==> src/rtl/key_enc8_3_if.sv <==
// Key-encoder signal bundle: active-low key lines and enable in, encoded
// winner, change strobe and group select out.
interface key_enc8_3_if;
    logic       en;
    logic [7:0] key_n;
    logic [2:0] code;
    logic       valid;
    logic       gs_n;

    modport master (output en, output key_n, input code, input valid, input gs_n);
    modport slave  (input en, input key_n, output code, output valid, output gs_n);
endinterface

==> src/rtl/key_enc8_3.sv <==
// Debounced 8-to-3 priority encoder for active-low keys: two-flop sync,
// whole-vector debounce, and a press/release FSM with registered outputs.
module key_enc8_3 #(
    parameter int unsigned DEB_CYCLES = 1_000_000
) (
    input  logic         clk,
    input  logic         rst_n,
    key_enc8_3_if.slave  bus
);
    localparam int unsigned     CNT_W   = $clog2(DEB_CYCLES);
    localparam logic [CNT_W-1:0] CNT_MAX = CNT_W'(DEB_CYCLES - 1);

    typedef enum logic [0:0] {IDLE, PRESSED} state_t;

    logic [7:0]       sync1_q, sync1_d;
    logic [7:0]       sync2_q, sync2_d;
    logic [7:0]       cand_q, cand_d;
    logic [7:0]       stable_q, stable_d;
    logic [CNT_W-1:0] cnt_q, cnt_d;
    state_t           state_q, state_d;
    logic [2:0]       code_q, code_d;
    logic             valid_q, valid_d;
    logic             gs_n_q, gs_n_d;

    logic [2:0]       win;
    logic             any;

    // Synchronizer and debounce: any change of the synchronized vector restarts
    // the window; the counter saturates so a held vector keeps reloading stable.
    always_comb begin
        // NOTE: every always_comb output gets a default first so no latch is inferred.
        sync1_d  = bus.key_n;
        sync2_d  = sync1_q;
        cand_d   = cand_q;
        stable_d = stable_q;
        cnt_d    = cnt_q;
        if (sync2_q != cand_q) begin
            cand_d = sync2_q;
            cnt_d  = '0;
        end else if (cnt_q == CNT_MAX) begin
            stable_d = cand_q;
        end else begin
            cnt_d = cnt_q + CNT_W'(1);
        end
        if (!bus.en) begin
            sync1_d  = 8'hFF;
            sync2_d  = 8'hFF;
            cand_d   = 8'hFF;
            stable_d = 8'hFF;
            cnt_d    = '0;
        end
    end

    // Ascending scan so the highest low bit is the last to write win.
    always_comb begin
        win = 3'd0;
        for (int i = 0; i < 8; i++) begin
            if (!stable_q[i]) win = 3'(i);
        end
        any = (stable_q != 8'hFF);
    end

    always_comb begin
        state_d = state_q;
        code_d  = code_q;
        valid_d = 1'b0;
        gs_n_d  = gs_n_q;
        case (state_q)
            IDLE: begin
                gs_n_d = 1'b1;
                if (any) begin
                    code_d  = win;
                    valid_d = 1'b1;
                    gs_n_d  = 1'b0;
                    state_d = PRESSED;
                end
            end
            PRESSED: begin
                gs_n_d = 1'b0;
                if (!any) begin
                    gs_n_d  = 1'b1;
                    state_d = IDLE;
                end else if (win != code_q) begin
                    code_d  = win;
                    valid_d = 1'b1;
                end
            end
            default: state_d = IDLE;
        endcase
        // Disabling drops back to idle but keeps the last reported code.
        if (!bus.en) begin
            state_d = IDLE;
            valid_d = 1'b0;
            gs_n_d  = 1'b1;
        end
    end

    // NOTE: sequential state uses non-blocking assignments so all flops update together.
    always_ff @(posedge clk or negedge rst_n) begin
        if (!rst_n) begin
            sync1_q  <= 8'hFF;
            sync2_q  <= 8'hFF;
            cand_q   <= 8'hFF;
            stable_q <= 8'hFF;
            cnt_q    <= '0;
            state_q  <= IDLE;
            code_q   <= 3'd0;
            valid_q  <= 1'b0;
            gs_n_q   <= 1'b1;
        end else begin
            sync1_q  <= sync1_d;
            sync2_q  <= sync2_d;
            cand_q   <= cand_d;
            stable_q <= stable_d;
            cnt_q    <= cnt_d;
            state_q  <= state_d;
            code_q   <= code_d;
            valid_q  <= valid_d;
            gs_n_q   <= gs_n_d;
        end
    end

    assign bus.code  = code_q;
    assign bus.valid = valid_q;
    assign bus.gs_n  = gs_n_q;

endmodule

==> src/flat_wrapper.sv <==
// flat-port wrapper written by rule: the top's interface ports become plain ports
module key_enc8_3_flat 
#(
    parameter int unsigned DEB_CYCLES = 1_000_000
)
  (clk, rst_n, bus_en, bus_key_n, bus_code, bus_valid, bus_gs_n);
  key_enc8_3_if bus_i ();
  input  logic clk;
  input  logic rst_n;
  input wire logic [$bits(bus_i.en)-1:0] bus_en;
  input wire logic [$bits(bus_i.key_n)-1:0] bus_key_n;
  output wire logic [$bits(bus_i.code)-1:0] bus_code;
  output wire logic [$bits(bus_i.valid)-1:0] bus_valid;
  output wire logic [$bits(bus_i.gs_n)-1:0] bus_gs_n;
  assign bus_i.en = bus_en;
  assign bus_i.key_n = bus_key_n;
  assign bus_code = bus_i.code;
  assign bus_valid = bus_i.valid;
  assign bus_gs_n = bus_i.gs_n;
  key_enc8_3 #(.DEB_CYCLES(DEB_CYCLES)) u_core (.clk(clk), .rst_n(rst_n), .bus(bus_i));
endmodule
==> config.mk <==
export PLATFORM = sky130hd
export DESIGN_NAME = key_enc8_3_flat
export DESIGN_NICKNAME = d
export VERILOG_FILES = /design/src/rtl/key_enc8_3_if.sv /design/src/rtl/key_enc8_3.sv /design/src/flat_wrapper.sv
export SDC_FILE = /design/constraint.sdc
export NUM_CORES = 1
export LEC_CHECK = 0
export BUFFER_PORTS_ARGS = -buffer_cell sky130_fd_sc_hd__clkbuf_2
export CAP_MARGIN = 20
export CORE_MARGIN = 2
export CORE_UTILIZATION = 52
export DETAILED_ROUTE_END_ITERATION = 7
export GPL_TIMING_DRIVEN = 0
export PLACE_DENSITY = 0.69
export SETUP_SLACK_MARGIN = 0.3
export SLEW_MARGIN = 40
export SYNTH_ARGS = -nofsm -noshare
export SYNTH_HDL_FRONTEND = slang
export SYNTH_SLANG_ARGS = --single-unit
==> constraint.sdc <==
create_clock -name clk -period 2.06 [get_ports clk]
set_input_delay 0 -clock clk [delete_from_list [all_inputs] [get_ports clk]]
set_output_delay 0 -clock clk [all_outputs]
set_load 0.03 [all_outputs]
Yosys cells after proc, flatten, opt, wreduce, memory -nomap -nowiden

Cells that the tools add are included.

Add/sub/neg operators: 1
Equal/unequal tests: 11
Bitwise logic cells: 1
Reduce and logical (&&, ||, !) cells: 2
Muxes and demuxes: 29

Operator list:

| operator                | count |
|---|---|
| $mux W20                | 3 |
| $mux W8                 | 7 |
| $mux W3                 | 7 |
| $add A20 B1 Y20 const B | 1 |
| $eq A20 B20 Y1 const B  | 1 |
| $mux W1                 | 8 |
| $ne A8 B8 Y1            | 1 |
| $ne A8 B8 Y1 const B    | 1 |
| $ne A2 B1 Y1 const B    | 3 |
| $ne A2 B2 Y1 const B    | 3 |
| $pmux W3 S2             | 1 |
| $mux W2                 | 2 |
| $ne A3 B2 Y1 const B    | 1 |
| $ne A3 B3 Y1            | 1 |
| $reduce_and A3 Y1       | 1 |
| $pmux W1 S2             | 1 |
| $reduce_and A2 Y1       | 1 |
| $not A1 Y1              | 1 |

Word-level logic and storage cells: 53
Flip-flop bits (word level): 58

Logic depth before layout (Yosys ltp)

Depth in word-level cells: 12
Gate-level depth with buffers: 6
Mapped depth without buffers: 6

Least setup slack after synthesis

OpenSTA, ideal clock, no wires.

Path kind: register to register
From: reg u_core.cnt_q[13]
To: reg u_core.stable_q[0]
Slack: 0.209 ns
Data arrival time: 1.773 ns
Cell stages (with the launch flop): 6
Cell sequence: dfrtp_1 nor4_4 nand4_2 nor4_4 mux2i_1 nand2_1

Longest elaborated chain between the ends: 3

Ends and longest elaborated chain:

| element                            | RTL line          | text |
|---|---|---|
| start: declaration                 | key_enc8_3.sv:19  | `logic [CNT_W-1:0] cnt_q, cnt_d;` |
| start signal: assignment           | key_enc8_3.sv:115 | `cnt_q <= cnt_d;` |
| $eq A20 B20 Y1                     | key_enc8_3.sv:40  | `end else if (cnt_q == CNT_MAX) begin` |
| $ne A2 B1 Y1 (no source line)      | -                 |  |
| $reduce_and A2 Y1 (no source line) | -                 |  |
| end signal: assignment             | key_enc8_3.sv:114 | `stable_q <= stable_d;` |
| end: declaration                   | key_enc8_3.sv:18  | `logic [7:0] stable_q, stable_d;` |

No other way between the ends.
A chain may end at the register's enable or synchronous reset.

Final worst setup path

From: reg u_core.cand_q[0]
To: reg u_core.stable_q[1]

Longest elaborated chain between the ends: 3

Ends and longest elaborated chain:

| element                            | RTL line          | text |
|---|---|---|
| start: declaration                 | key_enc8_3.sv:17  | `logic [7:0] cand_q, cand_d;` |
| start signal: assignment           | key_enc8_3.sv:113 | `cand_q <= cand_d;` |
| $ne A8 B8 Y1                       | key_enc8_3.sv:37  | `if (sync2_q != cand_q) begin` |
| $ne A2 B2 Y1 (no source line)      | -                 |  |
| $reduce_and A2 Y1 (no source line) | -                 |  |

No other way between the ends.

==> impl_metrics.toml <==
[die]
start_util_pct = 54.1
fp.dieW_um = 74.1
fp-row-count = 25
die-area_um2 = 5490
core_um2 = 4720
io_pins = 16
die_y_um = 74.1

[synth]
synth_fp_nets = 232
async_flop_share_pct = 100
synth_area_leaders = "dfstp_2, dfrtp_1, nand2b_1, xnor2_1, xor2_1"
ys_seq_elements = 58
synth.cell_area_um2 = 2550
synth_edf_count = 0
ys_seq_area_share_pct = 58.4
netlist-cell-type-count = 34
yosys_warnings = 0
netlist_instances = 220
synth_top_area_cell = "dfstp_2"
synth_ff_type = "dfstp_2"
syn_area_per_cell_um2 = 11.6
synth_top_area_share_pct = 33.9

[worst_hold_path]
hp-start = "bus_en"
min_to = "u_core.bus.gs_n$_DFF_PN1_"
whs_path_depth = 2
hp-class = "input pin to flop"

[place]
place_congestion = 0.772
placed_area_um2 = 2720
port-buffer-count = 15
place_hpwl_um = 2820

[critical_path]
crit_path_max_incr_delay_ns = 0.56
critPathTopFamily = "simple AND/OR/NAND/NOR gates"
r2r_slack_ns = 0.31
crit_required_ns = 2.32
path_class = "flop to flop"
critical_path.max_fanout = 8
cp_num_buf_inv = 1
cp_cell_sequence = "xnor2_2 -> nand4_1 -> nor4_4 -> buf_12 -> mux2i_1 -> nand2_1"
reg2reg_to = "u_core.stable_q[1]$_DFFE_PN1P_"
rr_startpoint = "u_core.cand_q[0]$_DFFE_PN1P_"
endpoint_kind = "flop"
r2r_cells = 6
cp_slowest_cell = "dfstp_2"
startpoint_type = "flop"
cp.arrival_ns = 2.02

[cells_and_area]
nets = 279
finalInstanceArea_um2 = 3190
final_cell_mix = "dfstp_2, nand2b_1, nor2_1"
drive_above_1_share_pct = 35.3
area_growth_syn_to_layout_pct = 24.8
diodes = 0
layout_commonest_cell = "dfstp_2"

[clocking]
clkSinkCount = 58
cts-root-buf = "clkbuf_8"
clk_pin_slew_worst_paths_ns = 0.07
cts_buffer_depth = 2
numCtsBuffers = 9
cts_tree = "built"
clock_latency_ns = 0.34
htreeDepth = 3

[sta]
finalHoldViolCount = 0
final.setup_skew_ns = 0.00766
slew_headroom_pct = 54.3
tns_ns = 0
rsz0062_at_grt = "true"
setup_viol = 0
final.period_utilization_pct = 85.0
tightestPinTransition_ns = 0.685
finalMaxSlewViolations = 0
fmax_mhz = 571
period_needed_ns = 1.75

[global_routing]
grt_pass1_vias = 1639
grt_overflow = 0
track_usage_pct = 18.6
grt_start_max_net_pins = 59
grt_first_pass_wirelength_um = 7470
antenna_found_initial = 0

[routing]
via_per_inst = 5.10
drcViolationCount = 0
wl_per_cell_um = 13.1
ant_nets = 0
first_iter_violations = 106
num_vias = 1730
dr.pass1.iters = 4
routed_wl_um = 4440

[outcome]
outcome = "finished, final reports clean"

[power_and_ir_drop]
power-per-cell-area_nw_per_um2 = 737
power.leakage_nw = 1.39
peakVddDrop_mv = 0.539

[flow_run]
max_cap_violations = 0
[final cells by class]
type                            instances  area, µm²
Clock inverter                          5       52.6
Inverter                                6       22.5
Sequential cell                        58       1500
Buffer                                  5       28.8
Fill cell                             355       1530
Clock buffer                           11        151
Tap cell                               67       83.8
Timing Repair Buffer                   36        275
Multi-Input combinational cell        151       1080
[worst max path at each step]
stage                                 start                              to  cells after the start
3_3_place_gp   u_core.cand_q[4]$_DFFE_PN1P_  u_core.stable_q[7]$_DFFE_PN1P_                      5
4_1_cts         u_core.cnt_q[8]$_DFFE_PN0P_  u_core.stable_q[1]$_DFFE_PN1P_                      6
2_1_floorplan  u_core.cand_q[4]$_DFFE_PN1P_  u_core.stable_q[0]$_DFFE_PN1P_                      5
3_5_place_dp   u_core.cand_q[4]$_DFFE_PN1P_  u_core.stable_q[1]$_DFFE_PN1P_                      5
5_1_grt         u_core.cnt_q[8]$_DFFE_PN0P_     u_core.cnt_q[3]$_DFFE_PN0P_                      6
6_report       u_core.cand_q[0]$_DFFE_PN1P_  u_core.stable_q[1]$_DFFE_PN1P_                      6
[metrics by stage]
step                total power (W)  hold WS [ns]  setup WS (ns)  std cells  util, %
CTS                         0.00237        0.0638          0.246        336     66.1
global placement            0.00129         0.187          0.137        302     57.5
finish                      0.00235        0.0562          0.309        339     67.5
detailed placement          0.00130         0.141          0.134        302     57.5
floorplan                   0.00125        -0.296          0.308        220        -
global route                0.00244         0.107          0.226        339     67.5
[kinds of logic (layout without fill, tap and decap cells)]
logic type / after synthesis / count (layout) / share of synthesized area, %
AOI/OAI and AO/OA: 12 / 12 / 2.94
xor gates and xnor gates: 29 / 29 / 9.94
adders and majority gates: 1 / 1 / 0.490
buffers and inverters: 11 / 63 / 1.91
DFF: 58 / 58 / 58.4
muxes: 11 / 11 / 4.36
and+or+nand+nor: 98 / 98 / 21.9
[metal layers]
layer / track usage, % / vias to the layer above / share of wire, %
met2: 29.0 / 38 / 48
met1: 24.0 / 851 / 46
met3: 4.47 / 9 / 4.7
met5: 0 / - / 0
li1: - / 832 / -
met4: 10.1 / 0 / 1.6
[Yosys cell counts, types with 2 or more instances]
cell type  instances
dfstp_2           33
dfrtp_1           25
nand2b_1          24
nor2_1            24
nand2_1           19
xnor2_1           15
xor2_1            14
mux2i_1           10
nand4_1            9
inv_1              6
nand3_1            6
o21ai_0            5
clkbuf_1           4
a21oi_1            2
and4_1             2
nor4_4             2
o2111ai_1          2
or3_1              2
[report_power, final]
| part | switching [W] | total (W) | internal [W] |
|---|---|---|---|
| combinational | 0.0000607 | 0.000109 | 0.0000484 |
| clock | 0.000437 | 0.00105 | 0.000617 |
| sequential | 0.0000113 | 0.00119 | 0.00117 |
| total | 0.000509 | 0.00235 | 0.00184 |
[state kept, by name, summed over array words and instances (netlist names)]
name	cells
u_core.bus.valid	1
u_core.cnt_q	20
u_core.cand_q	8
u_core.bus.gs_n	1
u_core.sync1_q	8
u_core.bus.code	3
u_core.state_q	1
u_core.stable_q	8
u_core.sync2_q	8
[timing repair]
action                                  4_1_cts  5_1_grt
resized for setup                             7       14
hold buffers                                 11        0
pin swaps                                     8        9
buffers inserted                              7        3
endpoints found under the setup margin       13       28
endpoints found under the hold margin        33        0
Note: power is estimated with default switching activity, not from simulation.
